File: src/rtl/clock_period_meter.sv
// Measures period and high time of a slow asynchronous wave in clk cycles,
// with a loss-of-clock timeout.
module clock_period_meter #(
  parameter int CNT_W       = 32,
  parameter int TIMEOUT     = 50000000,
  parameter int SYNC_STAGES = 2
) (
  input  logic             clk,
  input  logic             rst,
  input  logic             clk_in,
  input  logic             en,
  output logic [CNT_W-1:0] period,
  output logic [CNT_W-1:0] high_time,
  output logic             valid,
  output logic             ovf,
  output logic             timeout,
  output logic             busy
);

  typedef enum logic [1:0] {IDLE, ARM, MEAS} state_t;

  localparam logic [CNT_W-1:0] TO_VAL = CNT_W'(TIMEOUT);

  state_t                 state;
  logic [SYNC_STAGES-1:0] sync_q;
  logic                   s;
  logic                   s_d;
  logic                   rise;
  logic                   fall;
  logic [CNT_W-1:0]       cnt;
  logic [CNT_W-1:0]       cnt_inc;
  logic                   cnt_max;
  logic [CNT_W-1:0]       hi_latch;
  logic                   sat;
  logic                   to_hit;

  assign s       = sync_q[SYNC_STAGES-1];
  assign rise    = s & ~s_d;
  assign fall    = ~s & s_d;
  assign cnt_max = (cnt == {CNT_W{1'b1}});
  assign cnt_inc = cnt_max ? cnt : cnt + 1'b1;
  // A rise in the same cycle as the timeout condition takes precedence.
  assign to_hit  = (TIMEOUT != 0) && (cnt == TO_VAL) && !rise;

  always_ff @(posedge clk) begin
    if (rst) begin
      sync_q <= '0;
      s_d    <= 1'b0;
    end else begin
      sync_q <= {sync_q[SYNC_STAGES-2:0], clk_in};
      s_d    <= s;
    end
  end

  always_ff @(posedge clk) begin
    if (rst) begin
      state     <= IDLE;
      cnt       <= '0;
      hi_latch  <= '0;
      sat       <= 1'b0;
      period    <= '0;
      high_time <= '0;
      valid     <= 1'b0;
      ovf       <= 1'b0;
      timeout   <= 1'b0;
      busy      <= 1'b0;
    end else begin
      valid <= 1'b0;
      if (!en) begin
        state   <= IDLE;
        busy    <= 1'b0;
        cnt     <= '0;
        sat     <= 1'b0;
        timeout <= 1'b0;
      end else begin
        case (state)
          IDLE: begin
            cnt   <= '0;
            state <= ARM;
            busy  <= 1'b1;
          end
          ARM: begin
            if (rise) begin
              cnt   <= {{(CNT_W-1){1'b0}}, 1'b1};
              sat   <= 1'b0;
              state <= MEAS;
            end else if (to_hit) begin
              timeout <= 1'b1;
              cnt     <= '0;
            end else begin
              cnt <= cnt_inc;
            end
          end
          MEAS: begin
            if (rise) begin
              period    <= cnt;
              high_time <= hi_latch;
              ovf       <= sat;
              valid     <= 1'b1;
              timeout   <= 1'b0;
              sat       <= 1'b0;
              cnt       <= {{(CNT_W-1){1'b0}}, 1'b1};
            end else if (to_hit) begin
              timeout <= 1'b1;
              cnt     <= '0;
              sat     <= 1'b0;
              state   <= ARM;
            end else begin
              cnt <= cnt_inc;
              if (cnt_max) sat <= 1'b1;
              if (fall) hi_latch <= cnt;
            end
          end
          default: begin
            state <= IDLE;
            busy  <= 1'b0;
            cnt   <= '0;
          end
        endcase
      end
    end
  end

endmodule

File: config.mk
export PLATFORM = sky130hd
export DESIGN_NAME = clock_period_meter
export DESIGN_NICKNAME = d
export VERILOG_FILES = /design/src/rtl/clock_period_meter.sv
export SDC_FILE = /design/constraint.sdc
export NUM_CORES = 1
export LEC_CHECK = 0
export ABC_AREA = 1
export CELL_PAD_IN_SITES_DETAIL_PLACEMENT = 1
export CELL_PAD_IN_SITES_GLOBAL_PLACEMENT = 2
export CORE_UTILIZATION = 34
export DETAILED_ROUTE_END_ITERATION = 16
export HOLD_SLACK_MARGIN = 0.15
export MAX_ROUTING_LAYER = met4
export PLACE_DENSITY = 0.82
export SYNTH_ARGS = -nofsm -noshare
export SYNTH_HDL_FRONTEND = slang
export SYNTH_SLANG_ARGS = --single-unit
File: constraint.sdc
create_clock -name clk -period 3.3 [get_ports clk]
set_input_delay 0.66 -clock clk [delete_from_list [all_inputs] [get_ports clk]]
set_output_delay 0.66 -clock clk [all_outputs]
set_load 0.01 [all_outputs]
# [Word level (Yosys, flattened, before mapping)]
# Cells that the tools add are included.
[word_totals] regBits=138 output_inout_bits=68 elab_cells=65
[classes] n_addsub=1 eq_ne=10 muxes=18 bitwise=9 reduce_logical=14
[ops] op="32-bit by 1-bit adder with 32-bit output, second input constant" n=1
[ops] op="32-bit by 26-bit equality test with 1-bit output, second input constant" n=1
[ops] op="32-bit equality test, second input constant" n=1
[ops] op="1-bit 2-to-1 mux" n=11
[ops] op="3-bit AND reduction" n=3
[ops] op="2-bit inequality test, second input constant" n=4
[ops] op="1-bit NOT" n=7
[ops] op="2-bit 2-to-1 mux" n=3
[ops] op="1-bit case mux with 2 select lines" n=3
[ops] op="2-bit case mux with 3 select lines" n=1
[ops] op="3-bit OR reduction" n=2
[ops] op="5-bit AND reduction" n=1
[ops] op="5-bit OR reduction" n=1
[ops] op="4-bit inequality test, second input constant" n=1
[ops] op="2-bit OR reduction" n=2
[ops] op="3-bit by 2-bit inequality test with 1-bit output, second input constant" n=1
[ops] op="1-bit bitwise AND" n=2
[ops] op="2-bit by 1-bit equality test with 1-bit output, second input constant" n=1
[ops] op="2-bit equality test, second input constant" n=1
[ops] op="2-bit zero test" n=1
[ops] op="2-bit AND reduction" n=1
[ops] op="2-bit nonzero test" n=1
[ops] op="1-bit logical AND" n=1
[ops] op="1-bit zero test" n=1

# [Longest topological paths before layout]
# Gate-level depths: netlist of run 1.
[logic_depth] depth_word=7 ltp_mapped=13 depth_no_buf=11

# [Worst setup path after synthesis of run 1]
# No wires, ideal clock.
[synth_timing] path_type="in2reg" startpoint="in rst" endpoint="reg cnt[11]" t_arrival_ns=1.671 required_ns=3.226 slack_ns=1.555 stages=7 path_cell_list="clkbuf_1 nor2_2 inv_1 nor2_2 nand3_4 buf_4 a31oi_2"
[synth_between] elab_chain_cells=1
[synth_rtl] item="from (decl)" line="9" text="input logic rst,"
[synth_rtl] item="5-bit OR reduction (no line)"
[synth_rtl] item="to (signal assigned)" line="84" text="cnt <= {{(CNT_W-1){1'b0}}, 1'b1};"
[synth_rtl] item="to (signal assigned)" line="91" text="cnt <= cnt_inc;"
[synth_rtl] item="to (signal assigned)" line="102" text="cnt <= {{(CNT_W-1){1'b0}}, 1'b1};"
[synth_rtl] item="to (decl)" line="30" text="logic [CNT_W-1:0] cnt;"
# No other way between the ends.
# A chain may end at the register's enable or synchronous reset.

# [Worst setup path in the final report of run 1]
[layout_timing] startpoint="reg cnt[0]" endpoint="reg cnt[26]"
[layout_between] elab_chain_cells=3 word_cells_on_any_way=5
[layout_rtl] item="parallel branches: the longest is 3 deep, another holds 32-bit by 1-bit adder with 32-bit output"
# Several ways; the timed one is not identified.

==> results of run 1 <==
## state kept, by name, summed over array words and instances (netlist names)
name       cells
period        32
hi_latch      32
valid          1
high_time     32
s_d            1
cnt           32
timeout        1
sat            1
busy           1
state          2
sync_q         2
ovf            1
## area by class of cell
type                    instances  area (sq um)  share of cell area, %
clock buffers                  19         452.9                  5.949
clock inverters                11         97.59                  1.282
inverters                     102         382.9                  5.029
multi-input cells             612          2848                  37.40
flip-flops and latches        138          2763                  36.29
well taps                     229         286.5                  3.763
repair buffers                 82         783.3                  10.29
## worst max-delay path by stage
stage / endpoint / slack, ps / cells past startpoint
2_1_floorplan: cnt[11] / 1550 / 7
3_3_place_gp: cnt[22] / 880 / 9
3_5_place_dp: cnt[18] / 780 / 9
4_1_cts: hi_latch[6] / 970 / 10
5_1_grt: hi_latch[6] / 780 / 10
6_report: cnt[26] / 960 / 10
## cells in the mapped netlist
library cell / n / share of area [%]
sky130_fd_sc_hd__nand2_1: 256 / 15
sky130_fd_sc_hd__dfxtp_1: 138 / 44
sky130_fd_sc_hd__nor2_1: 119 / 7.1
sky130_fd_sc_hd__nand3_1: 95 / 7.6
sky130_fd_sc_hd__inv_1: 94 / 5.6
sky130_fd_sc_hd__a21oi_1: 75 / 6.0
sky130_fd_sc_hd__clkbuf_1: 20 / 1.2
sky130_fd_sc_hd__nor3_1: 10 / 0.80
sky130_fd_sc_hd__buf_6: 9 / 1.6
sky130_fd_sc_hd__a31oi_2: 8 / 1.6
sky130_fd_sc_hd__inv_2: 8 / 0.48
sky130_fd_sc_hd__buf_4: 6 / 0.72
sky130_fd_sc_hd__buf_1: 5 / 0.30
sky130_fd_sc_hd__buf_2: 5 / 0.40
sky130_fd_sc_hd__ha_1: 5 / 1.0
sky130_fd_sc_hd__nor2_2: 5 / 0.50
sky130_fd_sc_hd__o21ai_0: 5 / 0.40
sky130_fd_sc_hd__nand4_1: 4 / 0.40
sky130_fd_sc_hd__nor2_4: 4 / 0.72
sky130_fd_sc_hd__xnor2_1: 4 / 0.56
sky130_fd_sc_hd__nand2_2: 3 / 0.30
sky130_fd_sc_hd__nand3b_1: 3 / 0.36
sky130_fd_sc_hd__xor2_1: 3 / 0.42
sky130_fd_sc_hd__a21oi_2: 2 / 0.28
sky130_fd_sc_hd__or2_2: 2 / 0.20
sky130_fd_sc_hd__nand2_4: 1 / 0.18
sky130_fd_sc_hd__nand3_2: 1 / 0.16
sky130_fd_sc_hd__nand3_4: 1 / 0.28
sky130_fd_sc_hd__nand4_4: 1 / 0.34
sky130_fd_sc_hd__nor3_2: 1 / 0.16
sky130_fd_sc_hd__nor3_4: 1 / 0.26
sky130_fd_sc_hd__o2111ai_1: 1 / 0.14
sky130_fd_sc_hd__o21bai_1: 1 / 0.12
sky130_fd_sc_hd__o31ai_1: 1 / 0.12
## per-layer routing
layer / GRT usage, % / share of wire [%] / vias up
met3: 3.753 / 3.2 / 21
met2: 34.28 / 46 / 85
met4: 7.021 / 1.6 / 0
met1: 29.04 / 50 / 2680
met5: - / 0 / -
li1: - / - / 2932
## tightest hold or removal path, cell delays in order (launching register included)
cell	delay [ps]
sky130_fd_sc_hd__dfxtp_1	300
sky130_fd_sc_hd__inv_1	40
sky130_fd_sc_hd__nor2_1	30
## stage by stage
step	worst slack [ps]	hold WS [ps]
CTS	967.1	410.3
finish	957.8	405.0
global placement	877.0	393.7
floorplan	1555	388.3
global route	780.5	444.7
detailed placement	776.5	403.4
## kinds of logic (layout without fill, tap and decap cells)
kind of cell | after synthesis | after routing | share of synthesized area, %
AND/OR/NAND/NOR | 507 | 507 | 34.79
buffers and inverters | 147 | 214 | 10.37
flip-flops | 138 | 138 | 44.20
AO/OA/AOI/OAI | 93 | 93 | 8.667
XOR/XNOR | 7 | 7 | 0.9808
adder cells (fa/ha/maj) | 5 | 5 | 1.001
## power groups by stage
stage,clock network [mW],logic (mW),registers (mW)
after floorplan,0,0.0600,1.71
after global placement,0,0.0853,1.71
after detailed placement,0,0.0865,1.71
after CTS,1.86,0.0871,1.67
after global routing,1.94,0.0944,1.67
final,1.82,0.0847,1.67
==> reports/metrics.yaml, run 1 <==
worst_r2r_endpoint: "cnt[26]"
combinationalPowerShare_pct: 2.4
final.setup_skew_ps: 12.48
clock_tree.root_cell: "sky130_fd_sc_hd__clkbuf_16"
detail_route.vias_per_cell: 4.793
switchingPower_mw: 0.8254
drc_errors: 0
outcome: "finished clean"
rel_slew_slack_pct: 49.00
num-fill-cells: 2294
chipHeight_um: 137.6
ys_ff_latch: 138
swShare_pct: 23.06
synth_fp_nets: 906
first_global_vias: 5622
mappedNetlistArea_sq_um: 6251
num-nets-final: 962
cts_tree: "yes"
start_util_pct: 34.80
die_area_sq_um: 18930
wire_per_inst_um: 15.81
fp.dieW_um: 137.6
worst_ir_drop_vdd_v: 0.0003369
port_buffers: 71
layout_commonest_cell: "sky130_fd_sc_hd__nand2_1"
ctsResizeCount: 0
rows: 49
reg2reg_setup_slack_ps: 960
timing.max_cap.violations: 0
number_of_instances_in_the_synthesized_netlist: 897
pin_count_of_the_biggest_net_entering_global_routing: 69
synth.yosys.seq_area_share_pct: 44.20
cp_num_buf_inv: 3
worst_ep_arrival_time_ps: 2710
clk-insertion-delay-late_ps: 420
wire_length_of_the_first_global_routing_pass_um: 30260
power_consumption_mw: 3.580
detail_route.iter0.violations: 268
r2r_start: "cnt[0]"
tritoncts.num_buffers: 17
cpLargestDelayFamily: "simple AND/OR/NAND/NOR gates"
post_cts_buffers: 0
yosysUniqueCellTypes: 34
clockPowerShare_pct: 50.8
routabilityCongestion: 0.8587
most-common-layout-cells: "sky130_fd_sc_hd__nand2_1 (255), sky130_fd_sc_hd__dfxtp_1 (138), sky130_fd_sc_hd__nor2_1 (119)"
timing.hold.worst_path_depth: 2
clock_sink_count: 138
fmaxAchievable_mhz: 426.9
diodes: 0
crit_fanout: 21
worst_pin_slew_ps: 765.0
stdcell_count: 1193
placedInstanceArea_sq_um: 7063
grt_util_all_layers_pct: 22.07
crit_path_start: "cnt[0]"
instance_count_after_placement_with_tap_cells_included: 1163
number_of_antenna_violations_at_the_first_check_in_global_routing: 0
timing_worst_setup_path_type: "reg -> reg"
crit_path_start_kind: "flop"
power.internal_mw: 2.754
timing.critical_path.required_ps: 3660
hold_buffers: 0
post-dp-hpwl_um: 13080
route.antenna.remaining_nets: 0
hold_end: "sync_q[1]"
seq_power_share_pct: 46.8
path_common_cell: "sky130_fd_sc_hd__nor2_4"
drv_slew: 0
number_of_top_level_design_ports: 72
yosysWarningCount: 0
layout-area-overhead-vs-synth_pct: 21.80
worst_setup_path_end_kind: "flop"
power.density_nw_per_um2: 470.2
crit_path_cell_trace: "ha_1, inv_2, nor2_4, nand2_2, nor2_4, nand3_2, buf_4, nand3_1, nand2_1, inv_1"
cts_max_path_buffers: 2
timing_hold_violations_final: 0
ff2ff_path_depth: 10
core_area_sq_um: 17960
drive_gt1_share_pct: 8.506
detailedRoute.firstPassIterationCount: 4
finalCriticalPeriod_ps: 2342
ratio_of_final_minimum_period_to_clock_period_pct: 70.98
setup_violations: 0
grt.overflow.total: 0
grt_setup_unrepaired: "no"
hold_path.class: "reg -> reg"
clock_transition_time_at_the_flip_flop_clock_pins_of_the_worst_setup_and_hold_paths_ps: 60
crit_slowest_cell: "sky130_fd_sc_hd__dfxtp_1"
critPathMaxStageDelay_ps: 510
routed_wl_um: 18860
fin_area_sq_um: 7614
h_tree_depth: 4
route.vias.total: 5718
layout.core_utilization_pct: 42.38
syn-mean-instance-area_sq_um: 6.969
fin_setup_tns_ps: 0
power_leakage_nw: 3.015
worstHoldStart: "sync_q[0]"
No activity file was read; power rests on OpenSTA's default activity.
==> inputs of run 2 (changes only) <==
- CORE_UTILIZATION: 34 -> 31
- PLACE_DENSITY: 0.82 -> 0.76
- clock period: 3.3 -> 2.17 ns (I/O delays scaled with it)
==> reports/metrics.yaml, run 2 (synthesis results as in run 1) <==
most-common-layout-cells: "sky130_fd_sc_hd__nand2_1 (255), sky130_fd_sc_hd__dfxtp_1 (138), sky130_fd_sc_hd__nor2_1 (119)"
chipHeight_um: 144
fmaxAchievable_mhz: 520.7
drv_slew: 0
worst_setup_path_end_kind: "flop"
diodes: 0
clock_transition_time_at_the_flip_flop_clock_pins_of_the_worst_setup_and_hold_paths_ps: 70
clock_sink_count: 138
timing_hold_violations_final: 0
first_global_vias: 5788
fin_setup_tns_ps: 0
timing.max_cap.violations: 0
layout-area-overhead-vs-synth_pct: 27.02
grt_setup_unrepaired: "no"
pin_count_of_the_biggest_net_entering_global_routing: 64
finalCriticalPeriod_ps: 1920
hold_buffers: 0
setup_violations: 0
crit_path_start_kind: "flop"
detail_route.iter0.violations: 335
number_of_antenna_violations_at_the_first_check_in_global_routing: 0
h_tree_depth: 4
grt_util_all_layers_pct: 21.47
routed_wl_um: 20360
number_of_top_level_design_ports: 72
post_cts_buffers: 0
cts_tree: "yes"
start_util_pct: 31.91
drc_errors: 0
worst_ep_arrival_time_ps: 2250
crit_fanout: 6
die_area_sq_um: 20740
drive_gt1_share_pct: 11.36
route.vias.total: 5937
timing_worst_setup_path_type: "reg -> reg"
wire_length_of_the_first_global_routing_pass_um: 32380
detail_route.vias_per_cell: 4.712
fp.dieW_um: 144
clk-insertion-delay-late_ps: 430
routabilityCongestion: 0.9097
rel_slew_slack_pct: 30.09
final.setup_skew_ps: 10.31
layout_commonest_cell: "sky130_fd_sc_hd__nand2_1"
worst_ir_drop_vdd_v: 0.0005139
port_buffers: 71
cts_max_path_buffers: 2
outcome: "finished clean"
clock_tree.root_cell: "sky130_fd_sc_hd__clkbuf_16"
tritoncts.num_buffers: 17
worst_pin_slew_ps: 1047
num-nets-final: 991
power_leakage_nw: 3.198
core_area_sq_um: 19590
detailedRoute.firstPassIterationCount: 5
power_consumption_mw: 5.571
timing.critical_path.required_ps: 2500
hold_path.class: "in -> reg"
post-dp-hpwl_um: 15030
power.density_nw_per_um2: 701.7
rows: 51
grt.overflow.total: 0
ratio_of_final_minimum_period_to_clock_period_pct: 88.50
wire_per_inst_um: 16.16
ctsResizeCount: 0
route.antenna.remaining_nets: 0
[run 2: final cells by class]
| cell class | count | area, sq um |
|---|---|---|
| fill | 2468 | 11650 |
| multi-input combinational | 612 | 2848 |
| sequential | 138 | 2763 |
| timing repair buffer | 111 | 1039 |
| clock buffer | 17 | 425.4 |
| inverter | 102 | 382.9 |
| tap | 265 | 331.6 |
| clock inverter | 15 | 151.4 |
[run 2: final timing paths]
| path | cells past startpoint | slack (ps) | endpoint | startpoint |
|---|---|---|---|---|
| worst max-delay path | 9 | 250 | cnt[25] | cnt[7] |
| worst min-delay path | 2 | 360 | period[31] | rst |
| worst max register to register | 9 | 250 | cnt[25] | cnt[7] |
| worst min register to register | 2 | 410 | sync_q[1] | sync_q[0] |
[run 2: per-layer routing]
layer	share of wire [%]	vias up	wire length, um	global-route usage (%)
met5	0	-	0	-
met4	1.4	0	293	6.215
met3	3.0	23	614	3.245
met2	46	103	9296	32.82
met1	50	2823	10160	29.17
li1	-	2988	-	-
[run 2: through the flow]
| step | setup WS [ps] | cell area, sq um | utilization, % | hold slack (ps) | std cells |
|---|---|---|---|---|---|
| 6_report | 249.6 | 7940 | 40.53 | 363.2 | 1260 |
| 5_1_grt | 25.49 | 7940 | 40.53 | 360.1 | 1260 |
| 4_1_cts | 232.1 | 7940 | 40.53 | 355.3 | 1260 |
| 3_5_place_dp | 254.1 | 7363 | 37.59 | 403.6 | 1228 |
| 3_3_place_gp | 266.3 | 7363 | 37.59 | 399.8 | 1228 |
| 2_1_floorplan | 540.9 | 6251 | - | 388.3 | 897 |
[run 2: power breakdown]
part	total [mW]	switching [mW]	internal [mW]
Clock	2.89	1.28	1.62
Combinational	0.135	0.105	0.0297
Sequential	2.54	0.00405	2.54
[run 2: worst max-delay path, cell delays in order, from the launching register on]
cell                      delay, ps
sky130_fd_sc_hd__dfxtp_1        550
sky130_fd_sc_hd__nand2_1        180
sky130_fd_sc_hd__nor3_1         330
sky130_fd_sc_hd__nand2_1        180
sky130_fd_sc_hd__nor2_1         270
sky130_fd_sc_hd__nand2_1         90
sky130_fd_sc_hd__nand2_1         60
sky130_fd_sc_hd__nand3_1         60
sky130_fd_sc_hd__nand2_1         70
sky130_fd_sc_hd__inv_1           40
==> RTL edit, RTL diff (config.mk and constraints of run 2) <==
Compare `cnt` against `TO_VAL` with >= in place of ==.
--- a/src/rtl/clock_period_meter.sv
+++ b/src/rtl/clock_period_meter.sv
@@ -40,7 +40,7 @@
   assign cnt_max = (cnt == {CNT_W{1'b1}});
   assign cnt_inc = cnt_max ? cnt : cnt + 1'b1;
   // A rise in the same cycle as the timeout condition takes precedence.
-  assign to_hit  = (TIMEOUT != 0) && (cnt == TO_VAL) && !rise;
+  assign to_hit  = (TIMEOUT != 0) && (cnt >= TO_VAL) && !rise;
 
   always_ff @(posedge clk) begin
     if (rst) begin
Function: no difference found for any inputs over 4 cycles, from zero or initial values and one cycle with rst high; that may be too few to reach the edited logic, so the function may still have changed.
==> RTL edit against run 2 <==
  * Core utilization up 0.65 points
  * Final area is 10% lower
  * Clock skew down 0.0030 ns
  * Synthesized cell count shrank 18%
  * Maximum frequency rose by 0.78%
  * Non-clock buffer count is 24 lower
  * Synthesized area decreased by 11%
  * Power increased by 3.9%
  * Routed wire length decreased by 24%
  * Largest cell class is now flip-flops and latches
  * Setup slack better by 0.015 ns
  * Count of clock-buffer cells in the layout up 5
  * Sequential cell count did not move
==> RTL edit: results (changes against run 2) <==
filler instances 2072 (-16%); post-synthesis xor/xnor area fraction 0.316% (-0.66 points); Final HPWL DP 10800 um (-28%); DRT Wirelength 15600 um (-24%); WL met3 425 um (-31%); WL met2 7370 um (-21%); Starting DRT DRC Count 240 (-28%); register area share after synthesis 49.9% (+5.7 points); Layout non-clock buf frac 12.2% (-0.90 points); Placed Instances 1009 (-18%); GRT Total Usage 18.6% (-2.8 points); multi-input combinational area share 31.9% (-3.9 points); Hold WS 0.407 ns (+0.0436 ns); worst-path fanout max 58 (+52); Synth cell types 29 (-15%); post-synthesis cell count 735 (-18%); vias per inst 4.77 (+1.3%); # clk buffers 22 (+5); ClkCell Share 8.94% (+1.7 points); Inverters excl. clock 83 (-19%); setup slack after layout 0.264 ns (+0.0148 ns); first-pass GRT wire length 25800 um (-20%); die width 136 um (-5.8%); Hold Path Cell Cnt 5 (+3); outcome complete, no violations; FFs & Latches 138 (unchanged); bufs w/o clock 87 (-22%); Synth Area in Compound Gates 14.3% (+5.6 points); grt met3 use 3.63% (+0.38 points); commonest cells in the netlist 138 x dfxtp_1, 136 x nand2_1, 109 x a21oi_1; met1 WL 7580 um (-25%); layout cells sized above 1 8.82% (-2.5 points); Lkg Pwr 2.49 nW (-22%); DRT Pass-1 Iters 4 (-1); met2 usage 29.4% (-3.4 points); adder-cell share of the synthesized area 1.13% (+0.13 points); final clock skew 0.00729 ns (-0.00302 ns); routability cong. 0.807 (-11%); nets 812 (-18%); Multi-Input Combinational 476 (-22%); wire per inst 14.9 um (-7.5%); number of global-route vias before repair 5028 (-13%); met1 GRT Util 23.7% (-5.5 points); fraction of registers with async set/reset 0% (unchanged); top cell type by total area after synthesis dfxtp_1; pre-CTS setup slack 0.267 ns (+0.0131 ns); Area after DPL 6510 um2 (-12%); area of the multi-input gates 2280 um2 (-20%); Worst path max stage delay 0.49 ns (-0.06 ns); largest cells by area after synthesis dfxtp_1 50%, a21oi_1 9.9%, nand2_1 9.2%; largest net degree at the start of global routing 70 (+9.4%)
RTL edit: cell types whose count changed after synthesis, moves of 5 or more:
cell | run 2 | this run
inv_1 | 94 | 80
a31oi_2 | 8 | 0
a21oi_1 | 75 | 109
clkbuf_1 | 20 | 26
nand3_1 | 95 | 87
a31oi_1 | 0 | 6
nand2_1 | 256 | 136
buf_6 | 9 | 2
buf_1 | 5 | 0
inv_2 | 8 | 3
o21ai_0 | 5 | 31
o21ai_1 | 0 | 6
nor2_1 | 119 | 50
RTL edit: path summary, 6_finish.rpt:
kind                                     to      start
worst min-delay path               state[1]         en
worst min register to register    sync_q[1]  sync_q[0]
worst max-delay path            hi_latch[9]    cnt[21]
worst max register to register  hi_latch[9]    cnt[21]
RTL edit: report_power, final:
group	internal (mW)	switching, mW	leakage (nW)
clock network	2.02	1.09	0.314
logic	0.0334	0.0942	1.06
registers	2.55	0.00821	1.11
total	4.60	1.19	2.49
